$ cat src/rtl/rr_arb_mux.sv
// N-to-1 valid/ready multiplexer with an internal round-robin or fixed-priority arbiter.
// The granted word is captured in one output register together with its source index.
module rr_arb_mux #(
    parameter int unsigned WIDTH   = 32,
    parameter int unsigned N       = 4,
    parameter int unsigned IDXW    = $clog2(N),
    parameter int unsigned RR_MODE = 1
) (
    input  logic                 clk,
    input  logic                 reset,
    input  logic [N-1:0]         in_valid,
    input  logic [N*WIDTH-1:0]   in_data,
    output logic [N-1:0]         in_ready,
    output logic                 out_valid,
    output logic [WIDTH-1:0]     out_data,
    output logic [IDXW-1:0]      out_sel,
    input  logic                 out_ready
);

    localparam int unsigned CW = IDXW + 1;

    logic                 out_valid_q, out_valid_d;
    logic [WIDTH-1:0]     out_data_q, out_data_d;
    logic [IDXW-1:0]      out_sel_q, out_sel_d;
    logic [IDXW-1:0]      ptr_q, ptr_d;

    logic [N-1:0]         grant;
    logic [IDXW-1:0]      gnt_idx;
    logic                 found;
    logic [CW-1:0]        base;
    logic [CW-1:0]        cand;
    logic [WIDTH-1:0]     sel_data;
    logic                 load_en;
    logic                 xfer;

    // Search channels starting at the pointer (0 in fixed-priority mode), wrapping modulo N.
    always_comb begin
        grant   = '0;
        gnt_idx = '0;
        found   = 1'b0;
        cand    = '0;
        base    = (RR_MODE != 0) ? CW'(ptr_q) : '0;
        for (int unsigned k = 0; k < N; k++) begin
            cand = base + CW'(k);
            if (cand >= CW'(N)) begin
                cand = cand - CW'(N);
            end
            if (!found && in_valid[cand[IDXW-1:0]]) begin
                found                  = 1'b1;
                grant[cand[IDXW-1:0]]  = 1'b1;
                gnt_idx                = cand[IDXW-1:0];
            end
        end
    end

    always_comb begin
        sel_data = '0;
        for (int unsigned i = 0; i < N; i++) begin
            if (grant[i]) begin
                sel_data = in_data[i*WIDTH +: WIDTH];
            end
        end
    end

    assign load_en  = !out_valid_q || out_ready;
    assign in_ready = (load_en && !reset) ? grant : '0;
    assign xfer     = |in_ready;

    // Next-state: refill wins over drain; a stall holds everything.
    always_comb begin
        out_valid_d = out_valid_q;
        out_data_d  = out_data_q;
        out_sel_d   = out_sel_q;
        ptr_d       = ptr_q;
        if (xfer) begin
            out_valid_d = 1'b1;
            out_data_d  = sel_data;
            out_sel_d   = gnt_idx;
            if (RR_MODE != 0) begin
                ptr_d = (gnt_idx == IDXW'(N - 1)) ? '0 : gnt_idx + IDXW'(1);
            end
        end else if (out_ready) begin
            out_valid_d = 1'b0;
        end
    end

    always_ff @(posedge clk) begin
        if (reset) begin
            out_valid_q <= 1'b0;
            out_data_q  <= '0;
            out_sel_q   <= '0;
            ptr_q       <= '0;
        end else begin
            out_valid_q <= out_valid_d;
            out_data_q  <= out_data_d;
            out_sel_q   <= out_sel_d;
            ptr_q       <= ptr_d;
        end
    end

    assign out_valid = out_valid_q;
    assign out_data  = out_data_q;
    assign out_sel   = out_sel_q;

endmodule

$ cat config.mk
export PLATFORM = sky130hd
export DESIGN_NAME = rr_arb_mux
export DESIGN_NICKNAME = d
export VERILOG_FILES = /design/src/rtl/rr_arb_mux.sv
export SDC_FILE = /design/constraint.sdc
export NUM_CORES = 1
export LEC_CHECK = 0
export ABC_AREA = 1
export CORE_MARGIN = 2
export CORE_UTILIZATION = 44
export CTS_CLUSTER_DIAMETER = 120
export DETAILED_ROUTE_END_ITERATION = 10
export GPL_TIMING_DRIVEN = 0
export PLACE_DENSITY = 0.88
export SKIP_LAST_GASP = 1
export SYNTH_ARGS = -nofsm -noshare
export SYNTH_HDL_FRONTEND = slang
export SYNTH_SLANG_ARGS = --single-unit
$ cat constraint.sdc
create_clock -name clk -period 4.2 [get_ports clk]
set_input_delay 1.05 -clock clk [delete_from_list [all_inputs] [get_ports clk]]
set_output_delay 1.05 -clock clk [all_outputs]
set_load 0.02 [all_outputs]
==> results of run 1 <==
-- layer usage --
| layer | share of wire [%] | track usage (%) | vias up |
|---|---|---|---|
| met2 | 50 | 50.5 | 171 |
| met5 | 0 | 0 | - |
| met4 | 2.8 | 11.0 | 0 |
| met1 | 39 | 30.4 | 1942 |
| met3 | 8.0 | 6.01 | 29 |
| li1 | - | - | 2239 |
-- path summary, 6_finish.rpt --
| kind | endpoint | cells past startpoint | start | slack [ns] |
|---|---|---|---|---|
| max | in_ready[3] | 12 | in_valid[1] | 0.25 |
| min | out_sel[0] | 2 | out_sel[0] | 0.48 |
| max reg2reg | out_data[11] | 14 | ptr_q[1] | 1.38 |
| min reg2reg | out_sel[0] | 2 | out_sel[0] | 0.48 |
-- cell usage in the layout (no fill, tap or decap), types with 2 or more instances in the layout --
cell type	instances
clkdlybuf4s50_1	169
ha_1	6
a21boi_0	2
clkbuf_8	5
nor2_1	162
buf_2	11
nor2_8	2
nand2_4	3
dlymetal6s2s_1	3
nand3_4	2
a21oi_1	6
nand2_1	263
dfxtp_1	37
o21ai_0	32
clkbuf_1	11
inv_1	46
clkinv_2	2
buf_4	6
nand3_2	2
xor2_1	2
nand4_1	5
nand2_2	7
inv_2	3
nand3_1	7
buf_6	5
-- synth_stat cells (3+ instances only) --
library cell	instances
a21oi_1	6
inv_2	3
buf_2	11
nor2_1	162
buf_6	5
nand2_2	7
nand4_1	5
ha_1	6
clkbuf_1	10
nand2_1	263
dfxtp_1	37
buf_4	6
o21ai_0	32
nand2_4	3
nand3_1	7
inv_1	46
-- power breakdown --
part	total, µW	internal [µW]	switching, µW
combinational	3980	1490	2480
clock	238	115	123
sequential	570	491	78.8
total	4790	2100	2680
-- registers in the layout (all words and copies together), names as in the netlist, named ones only --
signal and flops:
out_sel 2, out_data 32, out_valid 1, ptr_q 1
-- per-stage QoR --
stage / utilization, % / instance area (µm²) / instances / hold slack, ns
final: 72.1 / 5260 / 907 / 0.477
after global routing: 72.1 / 5260 / 907 / 0.499
after CTS: 72.0 / 5250 / 907 / 0.476
after detailed placement: 70.9 / 5170 / 899 / 0.465
after global placement: 70.9 / 5170 / 899 / 0.452
after floorplan: - / 3310 / 627 / 0.534
-- repair_timing --
item	4_1_cts	5_1_grt
cloned	0	0
endpoints found under the setup margin	1	3
hold endpoints to repair	0	0
resized for setup	1	3
buffers inserted	0	0
-- area by class of cell --
class                   instances  area, µm²  area share [%]
repair buffers                173       1740            33.0
clock buffers                   6       72.6            1.38
plain buffers                  32        194            3.69
inverters                      50        190            3.62
well taps                      99        124            2.36
flip-flops and latches         37        741            14.1
multi-input cells             508       2190            41.6
clock inverters                 2       10.0           0.190
-- critical path: cells and delay by family --
family        cells  cell delay [ns]
buf+inv           4             0.96
simple gates      8             0.90
-- cells by family (layout without fill, tap and decap cells) --
| family | count (synthesis) | in the layout | synth area share (%) |
|---|---|---|---|
| buffers and inverters | 82 | 263 | 11.6 |
| xor gates and xnor gates | 2 | 2 | 0.529 |
| and+or+nand+nor | 455 | 455 | 55.9 |
| AOI/OAI and AO/OA | 45 | 45 | 7.40 |
| adders and majority gates | 6 | 6 | 2.26 |
| DFF | 37 | 37 | 22.3 |
==> impl_metrics.csv, run 1 <==
group,metric,value,unit
timing,finalHoldViolCount,0,
worst_setup_path,crit_path_max_incr_delay,0.48,ns
global_route,grt_max_degree,12,
finish,area_growth_syn_to_layout,58.7,%
yosys,synth-main-ff-cell,"dfxtp_1",
clock_tree,htree_levels,2,
die,rows,31,
yosys,synth-seq-cells,37,
status,outcome,"complete, no violations",
routing,drtIter0Drc,191,
die,io-pin-count,174,
yosys,yosysSeqAreaShare,22.3,%
place,pre_cts_slack,-0.0157,ns
routing,post_drt_wl_per_cell,13.0,µm
worst_setup_path,cp.arrival,2.90,ns
timing,slew_headroom,64.6,%
finish,insertedDiodeCount,0,
power_and_ir_drop,power_density,910,mW/mm²
timing,fmax,253,MHz
place,gp_congestion,0.856,
finish,final_nets,948,
clock_tree,numCtsBuffers,5,
finish,fillers,636,
yosys,netlist_area,0.00331,mm²
worst_setup_path,start_kind,"primary input",
place,dpl.hpwl,9.15,mm
yosys,synth.avg_cell_area,5.29,µm²
finish,drive_above_1_share,6.56,%
routing,viasPerCell,4.83,
yosys,yosysWarnings,0,
power_and_ir_drop,p_total,4790,µW
place,port_buffers,173,
routing,vias,4381,
clock_tree,clock_latency,0.29,ns
yosys,synth_cell_types,29,
die,die_w,90.8,µm
global_route,grt_pass1_wl,18.6,mm
worst_setup_path,cpMostUsedCell,"nand2_1",
die,die_area,0.00824,mm²
clock_tree,clk_path_buf_depth,2,
timing,rsz0062_at_grt,"false",
timing,finalSetupViolCount,0,
clock_tree,cts.clk_slew.worst_paths,0.07,ns
worst_setup_path,critPathKind,"primary input to output pin",
timing,clock_skew,0.00510,ns
clock_tree,cts_hold_buf,0,
timing,worst_slack,0.249,ns
global_route,antenna_found_initial,0,
timing,drv_slew,0,
routing,drt_wl_total,11.8,mm
worst_setup_path,cp_cell_sequence,"clkdlybuf4s50_1, inv_1, nand2_1, nand2_1, nand2_1, nand2_2, nor2_2, nand2_1, nand3_2, nand2_2, inv_1, dlygate4sd2_1",
die,core-area,0.00729,mm²
worst_hold_path,hold_class,"flop to flop",
yosys,synthTopCellsByArea,"nand2_1, dfxtp_1, nor2_1",
clock_tree,cts_root_buf,"clkbuf_8",
yosys,synthCells,627,
power_and_ir_drop,vdd_drop_max,0.414,mV
timing,finalCriticalPeriod,3.95,ns
routing,drtAntennaViolNets,0,
routing,firstDrtPassIters,5,
global_route,grt_usage,27.4,%
routing,drcViolationCount,0,
worst_setup_path,crit_slowest_cell,"clkdlybuf4s50_1",
die,start_util,45.5,%
power_and_ir_drop,power.leakage,0.00261,µW
die,dieHeight,90.8,µm
yosys,async_flop_share,0,%
flow_run,maxCapViolCount,0,
global_route,grt_pass1_vias,4214,
worst_setup_path,critPathMaxFanout,8,
worst_setup_path,crit_path_end_kind,"output pin",
yosys,syn-num-nets,768,
yosys,synth_top_area_share,29.8,%
yosys,synth_edf_count,0,
yosys,synth_top_area_cell,"nand2_1",
clock_tree,cts_tree,"built",
timing,setup_tns,0,ns
timing,fin_crit_sh,94.1,%
global_route,grt.overflow.total,0,
clock_tree,cts.sinks,37,
worst_setup_path,required,3.15,ns
timing,worst_slew_pin_slew,0.531,ns
Power figures use the tool's default switching activity.
==> inputs of run 2 (changes only) <==
--- a/config.mk
+++ b/config.mk
@@ -7,11 +7,11 @@
 export LEC_CHECK = 0
 export ABC_AREA = 1
 export CORE_MARGIN = 2
-export CORE_UTILIZATION = 44
+export CORE_UTILIZATION = 40
 export CTS_CLUSTER_DIAMETER = 120
 export DETAILED_ROUTE_END_ITERATION = 10
 export GPL_TIMING_DRIVEN = 0
-export PLACE_DENSITY = 0.88
+export PLACE_DENSITY = 0.81
 export SKIP_LAST_GASP = 1
 export SYNTH_ARGS = -nofsm -noshare
 export SYNTH_HDL_FRONTEND = slang
==> constraint.sdc (replaced) <==
create_clock -name clk -period 4.25 [get_ports clk]
set_input_delay 1.0625 -clock clk [delete_from_list [all_inputs] [get_ports clk]]
set_output_delay 1.0625 -clock clk [all_outputs]
set_load 0.02 [all_outputs]
==> impl_metrics.csv, run 2 (synthesis results as in run 1) <==
group,metric,value,unit
power_and_ir_drop,power_density,901,mW/mm²
clock_tree,cts_root_buf,"clkbuf_8",
status,outcome,"complete, no violations",
clock_tree,cts_hold_buf,0,
clock_tree,clk_path_buf_depth,2,
timing,finalHoldViolCount,0,
timing,clock_skew,0.00494,ns
global_route,grt_usage,24.3,%
die,die_w,95.0,µm
timing,worst_slew_pin_slew,0.517,ns
clock_tree,numCtsBuffers,5,
worst_setup_path,setup.worst_path.start,"in_valid[3]",
routing,firstDrtPassIters,4,
die,start_util,40.7,%
finish,fillers,771,
global_route,grt.overflow.total,0,
clock_tree,cts_setup_buffers,0,
worst_setup_path,cpLargestDelayFamily,"buffers and inverters",
global_route,grt_pass1_vias,3914,
global_route,grt_max_degree,12,
worst_setup_path,crit_path_end_kind,"output pin",
worst_setup_path,critPathKind,"primary input to output pin",
timing,rsz0062_at_grt,"false",
timing,finalCriticalPeriod,3.84,ns
finish,mostFrequentLayoutCell,"nand2_1",
routing,vias,4257,
routing,drcViolationCount,0,
routing,post_drt_wl_per_cell,12.4,µm
worst_setup_path,cp.arrival,2.78,ns
worst_hold_path,worstHoldStart,"out_sel[0]",
worst_setup_path,r2r-start,"ptr_q[1]",
die,core-area,0.00813,mm²
clock_tree,cts_tree,"built",
routing,viasPerCell,4.67,
finish,area_growth_syn_to_layout,59.6,%
clock_tree,clock_latency,0.28,ns
finish,fin_util,65.1,%
finish,insertedDiodeCount,0,
timing,fin_crit_sh,90.4,%
worst_setup_path,critPathMaxFanout,7,
finish,final_nets,948,
global_route,grt_pass1_wl,17.5,mm
place,dpl.hpwl,8.70,mm
worst_setup_path,cp_num_buf_inv,4,
finish,largest_reg_flops,32,
worst_hold_path,hold_class,"flop to flop",
die,io-pin-count,174,
worst_setup_path,required,3.19,ns
finish,drive_above_1_share,6.57,%
worst_setup_path,start_kind,"primary input",
finish,layout_common_cells,"nand2_1, clkdlybuf4s50_1, nor2_1",
power_and_ir_drop,power.leakage,0.00263,µW
die,die_area,0.00903,mm²
worst_setup_path,cp_cell_sequence,"clkdlybuf4s50_1, inv_1, nand2_1, nand3_4, nand2_4, nor2_4, a21oi_2, nand3_2, nand2_1, inv_1, dlymetal6s2s_1",
worst_setup_path,crit_path_max_incr_delay,0.49,ns
timing,finalSetupViolCount,0,
power_and_ir_drop,vdd_drop_max,0.401,mV
clock_tree,htree_levels,2,
global_route,antenna_found_initial,0,
worst_setup_path,crit_slowest_cell,"clkdlybuf4s50_1",
die,dieHeight,95.0,µm
clock_tree,cts.clk_slew.worst_paths,0.07,ns
flow_run,maxCapViolCount,0,
die,rows,33,
routing,drtIter0Drc,161,
timing,setup_tns,0,ns
place,gp_congestion,0.852,
routing,drtAntennaViolNets,0,
clock_tree,cts.sinks,37,
place,port_buffers,173,
routing,drt_wl_total,11.3,mm
timing,slew_headroom,65.6,%
timing,fmax,260,MHz
timing,drv_slew,0,
[run 2: worst register-to-register path, delay by kind of cell, from the launching register on]
family          cells  cell delay, ns
buf+inv             4            0.85
simple gates        7            0.76
flops               1            0.54
fa+ha+maj           1            0.35
compound gates      2            0.30
[run 2: metrics by stage]
step / hold slack, ns / instances / setup WS [ns] / power (µW) / cell area, µm²
floorplan: 0.534 / 627 / 1.19 / 3400 / 3310
global placement: 0.452 / 905 / 0.0661 / 4380 / 5180
detailed placement: 0.458 / 905 / 0.0338 / 4460 / 5180
CTS: 0.468 / 912 / 0.0309 / 4770 / 5280
global route: 0.477 / 912 / 0.272 / 5310 / 5290
finish: 0.474 / 912 / 0.407 / 4770 / 5290
[run 2: area by class of cell]
type | instances | area [µm²] | share of cell area, %
multi-input combinational | 508 | 2190 | 41.4
clock buffer | 5 | 68.8 | 1.30
clock inverter | 2 | 35.0 | 0.662
buffer | 32 | 194 | 3.67
sequential | 37 | 741 | 14.0
tap | 105 | 131 | 2.48
inverter | 50 | 190 | 3.59
timing repair buffer | 173 | 1740 | 32.9
[run 2: report_power, final]
group | internal, µW | leakage [µW] | switching [µW]
logic | 1480 | 0.00227 | 2430
clock network | 171 | 0.0000540 | 126
registers | 485 | 0.000306 | 75.6
total | 2130 | 0.00263 | 2630
[run 2: routing by layer]
| layer | part of all wire, % | up-vias | track usage, % |
|---|---|---|---|
| met5 | 0 | - | 0 |
| met4 | 0.97 | 0 | 6.16 |
| met3 | 6.5 | 6 | 3.24 |
| met2 | 50 | 160 | 45.8 |
| met1 | 43 | 1858 | 28.9 |
| li1 | - | 2233 | - |
[run 2: worst paths after layout]
check	end	slack [ns]	cells past startpoint
max	in_ready[0]	0.41	11
max reg2reg	out_data[14]	1.41	14
min reg2reg	out_sel[0]	0.47	2
min	out_sel[0]	0.47	2
[run 2: timing repair]
item                                    in CTS  in global routing
hold endpoints to repair                     0                  0
endpoints found under the setup margin       0                  4
resized for setup                            0                  4
